`config.mk`:
```
export PLATFORM = sky130hd
export DESIGN_NAME = multicycle_ctrl
export DESIGN_NICKNAME = d
export VERILOG_FILES = /design/src/rtl/multicycle_ctrl_pkg.sv /design/src/rtl/multicycle_ctrl_mem_wait_counter.sv /design/src/rtl/multicycle_ctrl.sv
export SDC_FILE = /design/constraint.sdc
export NUM_CORES = 1
export LEC_CHECK = 0
export CORE_UTILIZATION = 44
export CTS_BUF_LIST = sky130_fd_sc_hd__clkbuf_16
export CTS_CLUSTER_SIZE = 16
export DETAILED_ROUTE_END_ITERATION = 10
export PLACE_DENSITY = 0.9
export SYNTH_ARGS = -nofsm -noshare
export SYNTH_HDL_FRONTEND = slang
export SYNTH_SLANG_ARGS = --single-unit
```
`constraint.sdc`:
```
create_clock -name Clk -period 2.1 [get_ports Clk]
set_clock_uncertainty 0.1 [all_clocks]
set_input_delay 0.315 -clock Clk [delete_from_list [all_inputs] [get_ports Clk]]
set_output_delay 0.315 -clock Clk [all_outputs]
set_load 0.01 [all_outputs]
```
`src/rtl/multicycle_ctrl_pkg.sv`:
```
// Shared definitions for the multicycle MIPS control unit: opcode and funct
// encodings, FSM state encoding, datapath mux/ALU select encodings, the
// exception vector, and the per-state control-word decode.
package multicycle_ctrl_pkg;

   typedef enum logic [5:0] {
      OP_RTYPE = 6'h00,
      OP_J     = 6'h02,
      OP_BEQ   = 6'h04,
      OP_BNE   = 6'h05,
      OP_LW    = 6'h23,
      OP_SW    = 6'h2b
   } opcode_e;

   typedef enum logic [5:0] {
      FN_NOP   = 6'h00,
      FN_BREAK = 6'h0d,
      FN_ADD   = 6'h20,
      FN_SUB   = 6'h22,
      FN_AND   = 6'h24,
      FN_XOR   = 6'h26
   } funct_e;

   typedef enum logic [3:0] {
      S_RESET       = 4'd0,
      S_FETCH       = 4'd1,
      S_FETCH_LATCH = 4'd2,
      S_DECODE      = 4'd3,
      S_MEM_ADDR    = 4'd4,
      S_LW_READ     = 4'd5,
      S_LW_LATCH    = 4'd6,
      S_WRITE_BACK  = 4'd7,
      S_SW_WRITE    = 4'd8,
      S_R_EXEC      = 4'd9,
      S_R_WB        = 4'd10,
      S_BRANCH      = 4'd11,
      S_JUMP        = 4'd12,
      S_HALT        = 4'd13,
      S_OVF_TRAP    = 4'd14
   } state_e;

   typedef enum logic [2:0] {
      ALU_PASS_A = 3'b000,
      ALU_ADD    = 3'b001,
      ALU_SUB    = 3'b010,
      ALU_AND    = 3'b011,
      ALU_XOR    = 3'b110
   } alu_sel_e;

   typedef enum logic [1:0] {
      SRCB_B      = 2'b00,
      SRCB_FOUR   = 2'b01,
      SRCB_IMM    = 2'b10,
      SRCB_IMM_SH = 2'b11
   } alu_src_b_e;

   typedef enum logic [1:0] {
      PCSRC_ALU    = 2'b00,
      PCSRC_ALUOUT = 2'b01,
      PCSRC_JUMP   = 2'b10,
      PCSRC_EXC    = 2'b11
   } pc_source_e;

   // Target the datapath loads when PCSource selects the exception vector.
   localparam logic [31:0] EXC_VECTOR = 32'h8000_0180;

   // One registered control word; everything except PC_load lives here.
   typedef struct packed {
      logic       pc_write;
      logic       pc_write_cond;
      logic       wr;
      logic       iord;
      logic       ir_write;
      logic       reg_write;
      logic       a_load;
      logic       b_load;
      logic       mdr_load;
      logic       aluout_load;
      logic       dp_reset;
      alu_sel_e   alu_sel;
      logic       alu_src_a;
      alu_src_b_e alu_src_b;
      pc_source_e pc_source;
      logic       mem_to_reg;
      logic       reg_dst;
   } ctrl_t;

   function automatic alu_sel_e funct_alu(input logic [5:0] funct);
      case (funct)
         FN_ADD:  return ALU_ADD;
         FN_SUB:  return ALU_SUB;
         FN_AND:  return ALU_AND;
         FN_XOR:  return ALU_XOR;
         default: return ALU_PASS_A;
      endcase
   endfunction

   // Control word for a given state; funct only matters in R_EXEC.
   function automatic ctrl_t decode_ctrl(input state_e st, input logic [5:0] funct);
      ctrl_t c;
      c = '0;
      case (st)
         S_RESET:       c.dp_reset = 1'b1;
         S_FETCH_LATCH: begin
            c.ir_write  = 1'b1;
            c.pc_write  = 1'b1;
            c.alu_src_b = SRCB_FOUR;
            c.alu_sel   = ALU_ADD;
            c.pc_source = PCSRC_ALU;
         end
         S_DECODE: begin
            c.a_load      = 1'b1;
            c.b_load      = 1'b1;
            c.aluout_load = 1'b1;
            c.alu_src_b   = SRCB_IMM_SH;
            c.alu_sel     = ALU_ADD;
         end
         S_MEM_ADDR: begin
            c.alu_src_a   = 1'b1;
            c.alu_src_b   = SRCB_IMM;
            c.alu_sel     = ALU_ADD;
            c.aluout_load = 1'b1;
         end
         S_LW_READ:     c.iord = 1'b1;
         S_LW_LATCH: begin
            c.iord     = 1'b1;
            c.mdr_load = 1'b1;
         end
         S_WRITE_BACK: begin
            c.reg_write  = 1'b1;
            c.mem_to_reg = 1'b1;
         end
         S_SW_WRITE: begin
            c.iord = 1'b1;
            c.wr   = 1'b1;
         end
         S_R_EXEC: begin
            c.alu_src_a   = 1'b1;
            c.alu_src_b   = SRCB_B;
            c.alu_sel     = funct_alu(funct);
            c.aluout_load = 1'b1;
         end
         S_R_WB: begin
            c.reg_write = 1'b1;
            c.reg_dst   = 1'b1;
         end
         S_BRANCH: begin
            c.alu_src_a     = 1'b1;
            c.alu_src_b     = SRCB_B;
            c.alu_sel       = ALU_SUB;
            c.pc_write_cond = 1'b1;
            c.pc_source     = PCSRC_ALUOUT;
         end
         S_JUMP: begin
            c.pc_write  = 1'b1;
            c.pc_source = PCSRC_JUMP;
         end
         S_OVF_TRAP: begin
            c.pc_write  = 1'b1;
            c.pc_source = PCSRC_EXC;
         end
         default: ;
      endcase
      return c;
   endfunction

endpackage

```
`src/rtl/multicycle_ctrl_mem_wait_counter.sv`:
```
// Memory wait-state counter. Loads MEM_WAIT when a memory-access state is
// entered, counts down to zero and holds there; done is high at zero.
// Ports: Clk, Reset_signal (sync, active-high), load, done.
module mem_wait_counter #(
   parameter int MEM_WAIT = 2
) (
   input  logic Clk,
   input  logic Reset_signal,
   input  logic load,
   output logic done
);

   localparam int CNT_W = (MEM_WAIT > 0) ? $clog2(MEM_WAIT + 1) : 1;
   localparam logic [CNT_W-1:0] LOAD_VAL = CNT_W'(MEM_WAIT);

   logic [CNT_W-1:0] cnt_q, cnt_d;

   // NOTE: combinational blocks assign every output a default first so no latch is inferred.
   always_comb begin
      cnt_d = cnt_q;
      if (load)
         cnt_d = LOAD_VAL;
      else if (cnt_q != '0)
         cnt_d = cnt_q - CNT_W'(1);
   end

   // NOTE: sequential state uses non-blocking assignments only.
   always_ff @(posedge Clk) begin
      if (Reset_signal)
         cnt_q <= '0;
      else
         cnt_q <= cnt_d;
   end

   assign done = (cnt_q == '0);

endmodule

```
`src/rtl/multicycle_ctrl.sv`:
```
// Multicycle MIPS control unit (Moore FSM) for a shared PC/IR/regfile/ALU/
// memory datapath. Supports ADD/SUB/AND/XOR/NOP/BREAK, LW, SW, BEQ, BNE, J.
// Ports: Clk, Reset_signal (sync, active-high), Op/Funct from IR,
//   ALU_zero/ALU_overflow from the ALU, StateOut (zero-extended state),
//   PC/memory/register load strobes and datapath mux selects.
// Optional feature: define MULTICYCLE_CTRL_OVF_TRAP_EN to trap signed
//   overflow of ADD/SUB into OVF_TRAP (PC <- exception vector).
module multicycle_ctrl
   import multicycle_ctrl_pkg::*;
#(
   parameter int MEM_WAIT = 2,
   parameter int STATE_W  = 8
) (
   input  logic               Clk,
   input  logic               Reset_signal,
   input  logic [5:0]         Op,
   input  logic [5:0]         Funct,
   input  logic               ALU_zero,
   input  logic               ALU_overflow,
   output logic [STATE_W-1:0] StateOut,
   output logic               PCWrite,
   output logic               PCWriteCond,
   output logic               PC_load,
   output logic               wr,
   output logic               IorD,
   output logic               IRWrite,
   output logic               RegWrite,
   output logic               A_load,
   output logic               B_load,
   output logic               MDR_load,
   output logic               ALUOut_load,
   output logic               Dp_reset,
   output logic [2:0]         ALU_sel,
   output logic               ALUSrcA,
   output logic [1:0]         ALUSrcB,
   output logic [1:0]         PCSource,
   output logic               MemtoReg,
   output logic               RegDst
);

   state_e state_q, state_d;
   ctrl_t  ctrl_q, ctrl_d;
   logic   is_bne_q, is_bne_d;
   logic   wait_done;
   logic   wait_load;

   always_comb begin
      state_d  = state_q;
      is_bne_d = is_bne_q;
      unique case (state_q)
         S_RESET:       state_d = S_FETCH;
         S_FETCH:       if (wait_done) state_d = S_FETCH_LATCH;
         S_FETCH_LATCH: state_d = S_DECODE;
         S_DECODE: begin
            is_bne_d = (Op == OP_BNE);
            case (Op)
               OP_LW, OP_SW:   state_d = S_MEM_ADDR;
               OP_BEQ, OP_BNE: state_d = S_BRANCH;
               OP_J:           state_d = S_JUMP;
               OP_RTYPE: begin
                  case (Funct)
                     FN_ADD, FN_SUB, FN_AND, FN_XOR: state_d = S_R_EXEC;
                     FN_BREAK:                       state_d = S_HALT;
                     default:                        state_d = S_FETCH;
                  endcase
               end
               default:        state_d = S_FETCH;
            endcase
         end
         S_MEM_ADDR:    state_d = (Op == OP_LW) ? S_LW_READ : S_SW_WRITE;
         S_LW_READ:     if (wait_done) state_d = S_LW_LATCH;
         S_LW_LATCH:    state_d = S_WRITE_BACK;
         S_WRITE_BACK:  state_d = S_FETCH;
         S_SW_WRITE:    if (wait_done) state_d = S_FETCH;
`ifdef MULTICYCLE_CTRL_OVF_TRAP_EN
         S_R_EXEC:      state_d = (ALU_overflow && (Funct == FN_ADD || Funct == FN_SUB))
                                  ? S_OVF_TRAP : S_R_WB;
`else
         S_R_EXEC:      state_d = S_R_WB;
`endif
         S_R_WB:        state_d = S_FETCH;
         S_BRANCH:      state_d = S_FETCH;
         S_JUMP:        state_d = S_FETCH;
         S_HALT:        state_d = S_HALT;
         S_OVF_TRAP:    state_d = S_FETCH;
         default:       state_d = S_FETCH;
      endcase

      // Outputs are registered alongside the state, so they are decoded from
      // the next state; IR (and thus Funct) is stable well before R_EXEC.
      ctrl_d = decode_ctrl(state_d, Funct);

      // Arm the wait counter only on entry, so each access is held MEM_WAIT+1 cycles.
      wait_load = (state_d != state_q) &&
                  (state_d inside {S_FETCH, S_LW_READ, S_SW_WRITE});
   end

`ifndef MULTICYCLE_CTRL_OVF_TRAP_EN
   logic unused_ovf;
   assign unused_ovf = ALU_overflow;
`endif

   // NOTE: reset forces the state, control word and branch flag; every
   // register here must come up defined because the datapath acts on them.
   always_ff @(posedge Clk) begin
      if (Reset_signal) begin
         state_q  <= S_RESET;
         ctrl_q   <= decode_ctrl(S_RESET, 6'h00);
         is_bne_q <= 1'b0;
      end else begin
         state_q  <= state_d;
         ctrl_q   <= ctrl_d;
         is_bne_q <= is_bne_d;
      end
   end

   mem_wait_counter #(.MEM_WAIT(MEM_WAIT)) u_wait (
      .Clk          (Clk),
      .Reset_signal (Reset_signal),
      .load         (wait_load),
      .done         (wait_done)
   );

   assign StateOut    = STATE_W'(state_q);
   assign PCWrite     = ctrl_q.pc_write;
   assign PCWriteCond = ctrl_q.pc_write_cond;
   // Branch decision needs the live ALU_zero of the BRANCH cycle.
   assign PC_load     = ctrl_q.pc_write | (ctrl_q.pc_write_cond & (ALU_zero ^ is_bne_q));
   assign wr          = ctrl_q.wr;
   assign IorD        = ctrl_q.iord;
   assign IRWrite     = ctrl_q.ir_write;
   assign RegWrite    = ctrl_q.reg_write;
   assign A_load      = ctrl_q.a_load;
   assign B_load      = ctrl_q.b_load;
   assign MDR_load    = ctrl_q.mdr_load;
   assign ALUOut_load = ctrl_q.aluout_load;
   assign Dp_reset    = ctrl_q.dp_reset;
   assign ALU_sel     = ctrl_q.alu_sel;
   assign ALUSrcA     = ctrl_q.alu_src_a;
   assign ALUSrcB     = ctrl_q.alu_src_b;
   assign PCSource    = ctrl_q.pc_source;
   assign MemtoReg    = ctrl_q.mem_to_reg;
   assign RegDst      = ctrl_q.reg_dst;

endmodule

```
After elaboration in Yosys (flattened, before gate mapping). Index checks and enable logic that the tools add are counted.

Register bits: 28. Output and inout port bits: 30. Logic and storage cells: 101.

$add $sub $neg: 1. Equality and inequality tests: 33. Mux-type cells: 26. Bitwise logic cells: 3. Reductions and logical operators: 17.

Operators by type and width (number): == test 4 bit (second input constant) (9); == test 6 bit (second input constant) (6); one-hot mux 4 bit (9 select lines) (1); == test 4 x 3 -> 1 bit (second input constant) (7); == test 4 x 2 -> 1 bit (second input constant) (4); two-way mux 4 bit (4); one-hot mux 4 bit (4 select lines) (1); OR reduction 3 bit (5); == test 6 x 3 -> 1 bit (second input constant) (2); two-way mux 1 bit (12); one-hot mux 2 bit (3 select lines) (2); one-hot mux 3 bit (4 select lines) (1); one-hot mux 3 bit (3 select lines) (1); == test 4 x 1 -> 1 bit (second input constant) (2); one-hot mux 4 bit (2 select lines) (1); OR reduction 2 bit (4); == test 6 x 2 -> 1 bit (second input constant) (1); == test 6 x 4 -> 1 bit (second input constant) (1); zero test 6 bit (1); two-way mux 2 bit (3); zero test 4 bit (1); inequality test 4 bit (1); nonzero test 2 bit (2); OR reduction 4 bit (1); 7 further kinds (7).

Depth between registers and ports, before layout.
Word-level depth: 9. Gate-level depth with buffers: 8.

By module. A second synthesis with hierarchy kept.

Cell total of the unflattened synthesis: 149. Area, all modules: 1331.3 um^2.

Modules (own cells, without submodules): multicycle_ctrl (instances 1, cells each 143, area an instance 1263.7 um^2, seq. area each 500.5 um^2); mem_wait_counter (instances 1, cells each 6, area an instance 67.6 um^2, seq. area each 40.0 um^2).

Worst setup path after synthesis. Ideal clock, no wire load.

Path kind: reg2reg. Start: register state_q[3]. End: register ctrl_q (netlist bit ALU_sel[0]). Library setup time: 69 ps. Arrival: 1866 ps. Required time: 1931 ps. Setup slack: 65 ps. Cell stages (with the launch flop): 7. Buffers on the path: 1. Period minus slack after synthesis: 2035 ps. Cells stage by stage: dfxtp_1 buf_6 or4b_4 o22ai_4 nand2_4 or4_1 o21ai_1.

Word-level cells in the longest chain between the ends: 5. Elaborated cells between the ends (all ways): 20. Those cells by class: eq/ne: 14; mux: 5; reduce/logical: 1.

RTL lines: start: declaration (line multicycle_ctrl.sv:41) `state_e state_q, state_d;`; start signal: assignment (line multicycle_ctrl.sv:111) `state_q <= state_d;`; == test 4 bit (tied with other cells) (line multicycle_ctrl.sv:50) `unique case (state_q)`; one-hot mux 4 bit (9 select lines) (*) (line multicycle_ctrl.sv:50); == test 4 x 3 -> 1 bit / == test 4 x 2 -> 1 bit (equally long branches) (line multicycle_ctrl_pkg.sv:102) `case (st)`; OR reduction 3 bit (no source line); one-hot mux 3 bit (3 select lines) (*) (line multicycle_ctrl_pkg.sv:102); end signal: assignment (line multicycle_ctrl.sv:108) `ctrl_q <= decode_ctrl(S_RESET, 6'h00);`; end signal: assignment (line multicycle_ctrl.sv:112) `ctrl_q <= ctrl_d;`; end: declaration (line multicycle_ctrl.sv:42) `ctrl_t ctrl_q, ctrl_d;`.

Mark *: on every way between the ends. The rest lies on a longest branch, timed or not. A chain may end at the register's enable or synchronous reset.

Final worst setup path.
Start: input Op[0]. End: register ctrl_q (netlist bit MDR_load).

Word-level cells in the longest chain between the ends: 6. Elaborated cells between the ends (all ways): 13. Those cells by class: eq/ne: 6; mux: 4; reduce/logical: 3.

RTL lines: start: declaration (line multicycle_ctrl.sv:16) `input logic [5:0] Op,`; == test 6 x 3 -> 1 bit (tied with other cells) (line multicycle_ctrl.sv:56) `case (Op)`; OR reduction 2 bit (line multicycle_ctrl.sv:56); one-hot mux 4 bit (4 select lines) (line multicycle_ctrl.sv:56); one-hot mux 4 bit (9 select lines) (*) (line multicycle_ctrl.sv:50); == test 4 x 3 -> 1 bit (*) (line multicycle_ctrl_pkg.sv:102); two-way mux 1 bit (*) (line multicycle_ctrl_pkg.sv:102).

Marked as above.

==> impl_results.md <==
- Status: complete, but fails checks
- Violated checks: DRC
- H-tree Lvls: 1
- # DRC: 9
- WL final: roughly 4 mm
- I/O Pins: 46
- Max-cap violations: 0
- Minimum hold slack: a little under 400 ps
- Syn avg cell area: about 8.5 um^2
- Num CTS Buffers: 3
- Antenna diode count: 0
- First-pass GRT wire length: 6.22 mm
- Pre-CTS setup slack: -461 ps
- Synth Instances: between 150 and 200
- Number of synthesized flops with an enable pin: 0
- Flops & latches, synth: 27
- Die height: about 57 um
- TritonCTS clock tree: built
- CP endpoint kind: flip-flop
- Routed WL per cell: approximately 16 um
- Gp weighted congestion: about 0.94
- Commonest non-fill, non-tap cell in the layout: clkdlybuf4s50_1
- Seq/Total Area, Yosys: 0.404
- Cts hold-fix bufs: 0
- Multi-input logic area: between 800 and 900 um^2
- Filler Cell Count: ~180
- Vias per inst: 5.76
- First DRT Iteration DRCs: around 90
- Max layer used: met4
- Worst setup margin: between 20 and 30 ps
- Max Clk Rate: ~0.48 GHz
- Nets: 241
- CP Cell Sequence: clkdlybuf4s50_1 > or3_4 > a211oi_4 > buf_4 > o22a_1 > and3_1
- Reg clk slew, reported paths: ~70 ps
- Vias in the first global route: 1357
- Clock sinks: 27
- Critical path class: input pin to flip-flop
- Antenna violations before repair: 0
- Primary FF master, synth: dfxtp_1
- CP startpoint kind: input pin
- Fin area: about 2200 um^2
- CP max stage delay: 440 ps
- Layout Utilization: 0.786
- GRT Util Overall: 0.248
- Min-Delay Path Class: flip-flop to flip-flop
- Share of cells above drive strength 1: 0.313
- Async S/R FF share, synth: 0
- Row count: 19
- Cell Area, Synth: roughly 1300 um^2
- Syn. warnings: 0
- Clock buffer depth: 2
- Final setup violation count: 0
- Power density cells: between 900 and 1000 nW/um^2
- Cell area after placement: ~2000 um^2
- Largest net degree at the start of global routing: 17
- Leakage power figure: 0.863 nW
- Met3 WL: around 290 um
- Routed Antenna Nets: 0
- Most frequent cells in the layout: clkdlybuf4s50_1, buf_4, dfxtp_1
- Clk_lat worst skew: 250 ps
- Core area: 2810 um^2
- Required time of the critical path: roughly 2200 ps
- Crit path DAT: approximately 2200 ps
- Crit path max-delay cell type: clkdlybuf4s50_1
- M1 wire length: 1.46 mm
- VDD IR-drop max: 0.517 mV
- Gr ovfl total: 0
- Initial DRT Pass Iterations: 7
- Overall die width: 57.1 um
- Synth-to-layout area growth: 65.0%
- Register area: about 540 um^2
- Worst r2r src: state_q[1]
- Initial core utilization: 0.476
- Die footprint: ~3300 um^2
- IO buf count: 40
- DP HPWL: ~2.8 mm
- Minimum clock period: just over 2000 ps
- Unique masters post-synth: 48
- Worst Setup SP: Op[0]
- Tcrit/Tclk final: 0.986
- Final hold vios: 0
- Met2 routed WL: between 2 and 2.5 mm
- Slew Viols, Final: 0
- DR vias: about 1500
- Critical-path maximum fanout: 4
- Hold Startpoint: u_wait.cnt_q[1]
- Root Buffer: clkbuf_16
==> kinds of logic (layout without fill, tap and decap cells) <==
| logic type | after synthesis | in the layout | share of synthesized area |
|---|---|---|---|
| AOI/OAI and AO/OA | 40 | 40 | 0.215 |
| xor gates and xnor gates | 1 | 1 | 0.00656 |
| buffers and inverters | 16 | 80 | 0.0693 |
| DFF | 27 | 27 | 0.404 |
| muxes | 1 | 1 | 0.00749 |
| other | 1 | 4 | 0.00281 |
| and+or+nand+nor | 71 | 71 | 0.294 |
==> worst max-delay path: cells and delay by family <==
family	cells	cell delay, ps
buf+inv	2	650
compound gates	2	590
simple gates	2	620
==> synthesized netlist by cell type (all sizes together), types with 3 or more instances <==
| master | number | share of area |
|---|---|---|
| a31oi | 3 | 0.014 |
| o21ai | 8 | 0.030 |
| clkbuf | 4 | 0.011 |
| nand2 | 12 | 0.039 |
| and3 | 4 | 0.019 |
| buf | 9 | 0.050 |
| o211ai | 3 | 0.017 |
| nor2b | 6 | 0.028 |
| nor3 | 13 | 0.049 |
| and2 | 3 | 0.014 |
| a21oi | 9 | 0.034 |
| nor2 | 16 | 0.045 |
| dfxtp | 27 | 0.40 |
| nand3 | 4 | 0.019 |
| inv | 3 | 0.0084 |
==> registers in the layout, indices dropped and copies added, names as in the netlist <==
register	count
ALUOut_load	1
ALUSrcA	1
ALUSrcB	2
ALU_sel	3
A_load	1
Dp_reset	1
IRWrite	1
IorD	1
MDR_load	1
MemtoReg	1
PCSource	2
PCWrite	1
PCWriteCond	1
RegDst	1
RegWrite	1
is_bne_q	1
state_q	4
u_wait.cnt_q	2
wr	1
==> per-layer routing <==
metal | global-route usage | vias to the layer above
met5 | 0 | -
met4 | 0.101 | 0
met3 | 0.0295 | 10
met2 | 0.450 | 88
met1 | 0.296 | 675
li1 | - | 697
==> final cells by class <==
type,count,area share
repair buffers,73,0.302
flip-flops and latches,27,0.246
inverters,3,0.00511
multi-input cells,117,0.391
clock inverters,1,0.00341
well taps,31,0.0176
clock buffers,3,0.0341
==> through the flow <==
stage                     setup TNS, ps  total power, mW  std cells
final                                 0             2.11        255
after global routing              -47.9             2.19        255
after CTS                         -1.85             1.98        253
after detailed placement          -6740             1.51        249
after global placement            -4980             1.48        249
after floorplan                       0             1.10        160
==> power by group <==
part           total (mW)  leakage, nW  switching (mW)  internal [mW]
clock network       0.431       0.0371           0.173          0.258
logic                1.04        0.605           0.534          0.508
registers           0.636        0.220          0.0542          0.582
==> path summary, 6_finish.rpt <==
check	cells after the start	slack [ps]	to
setup / recovery	6	30	MDR_load
hold / removal	2	390	u_wait.cnt_q[0]
setup reg to reg	6	40	MDR_load
hold reg to reg	2	390	u_wait.cnt_q[0]
==> repair_timing <==
action / CTS / global route
gates resized for setup: 19 / 19
endpoints found under the setup margin: 15 / 18
buffers inserted: 0 / 2
pin swaps: 5 / 5
Note: power is estimated with default switching activity, not from simulation.
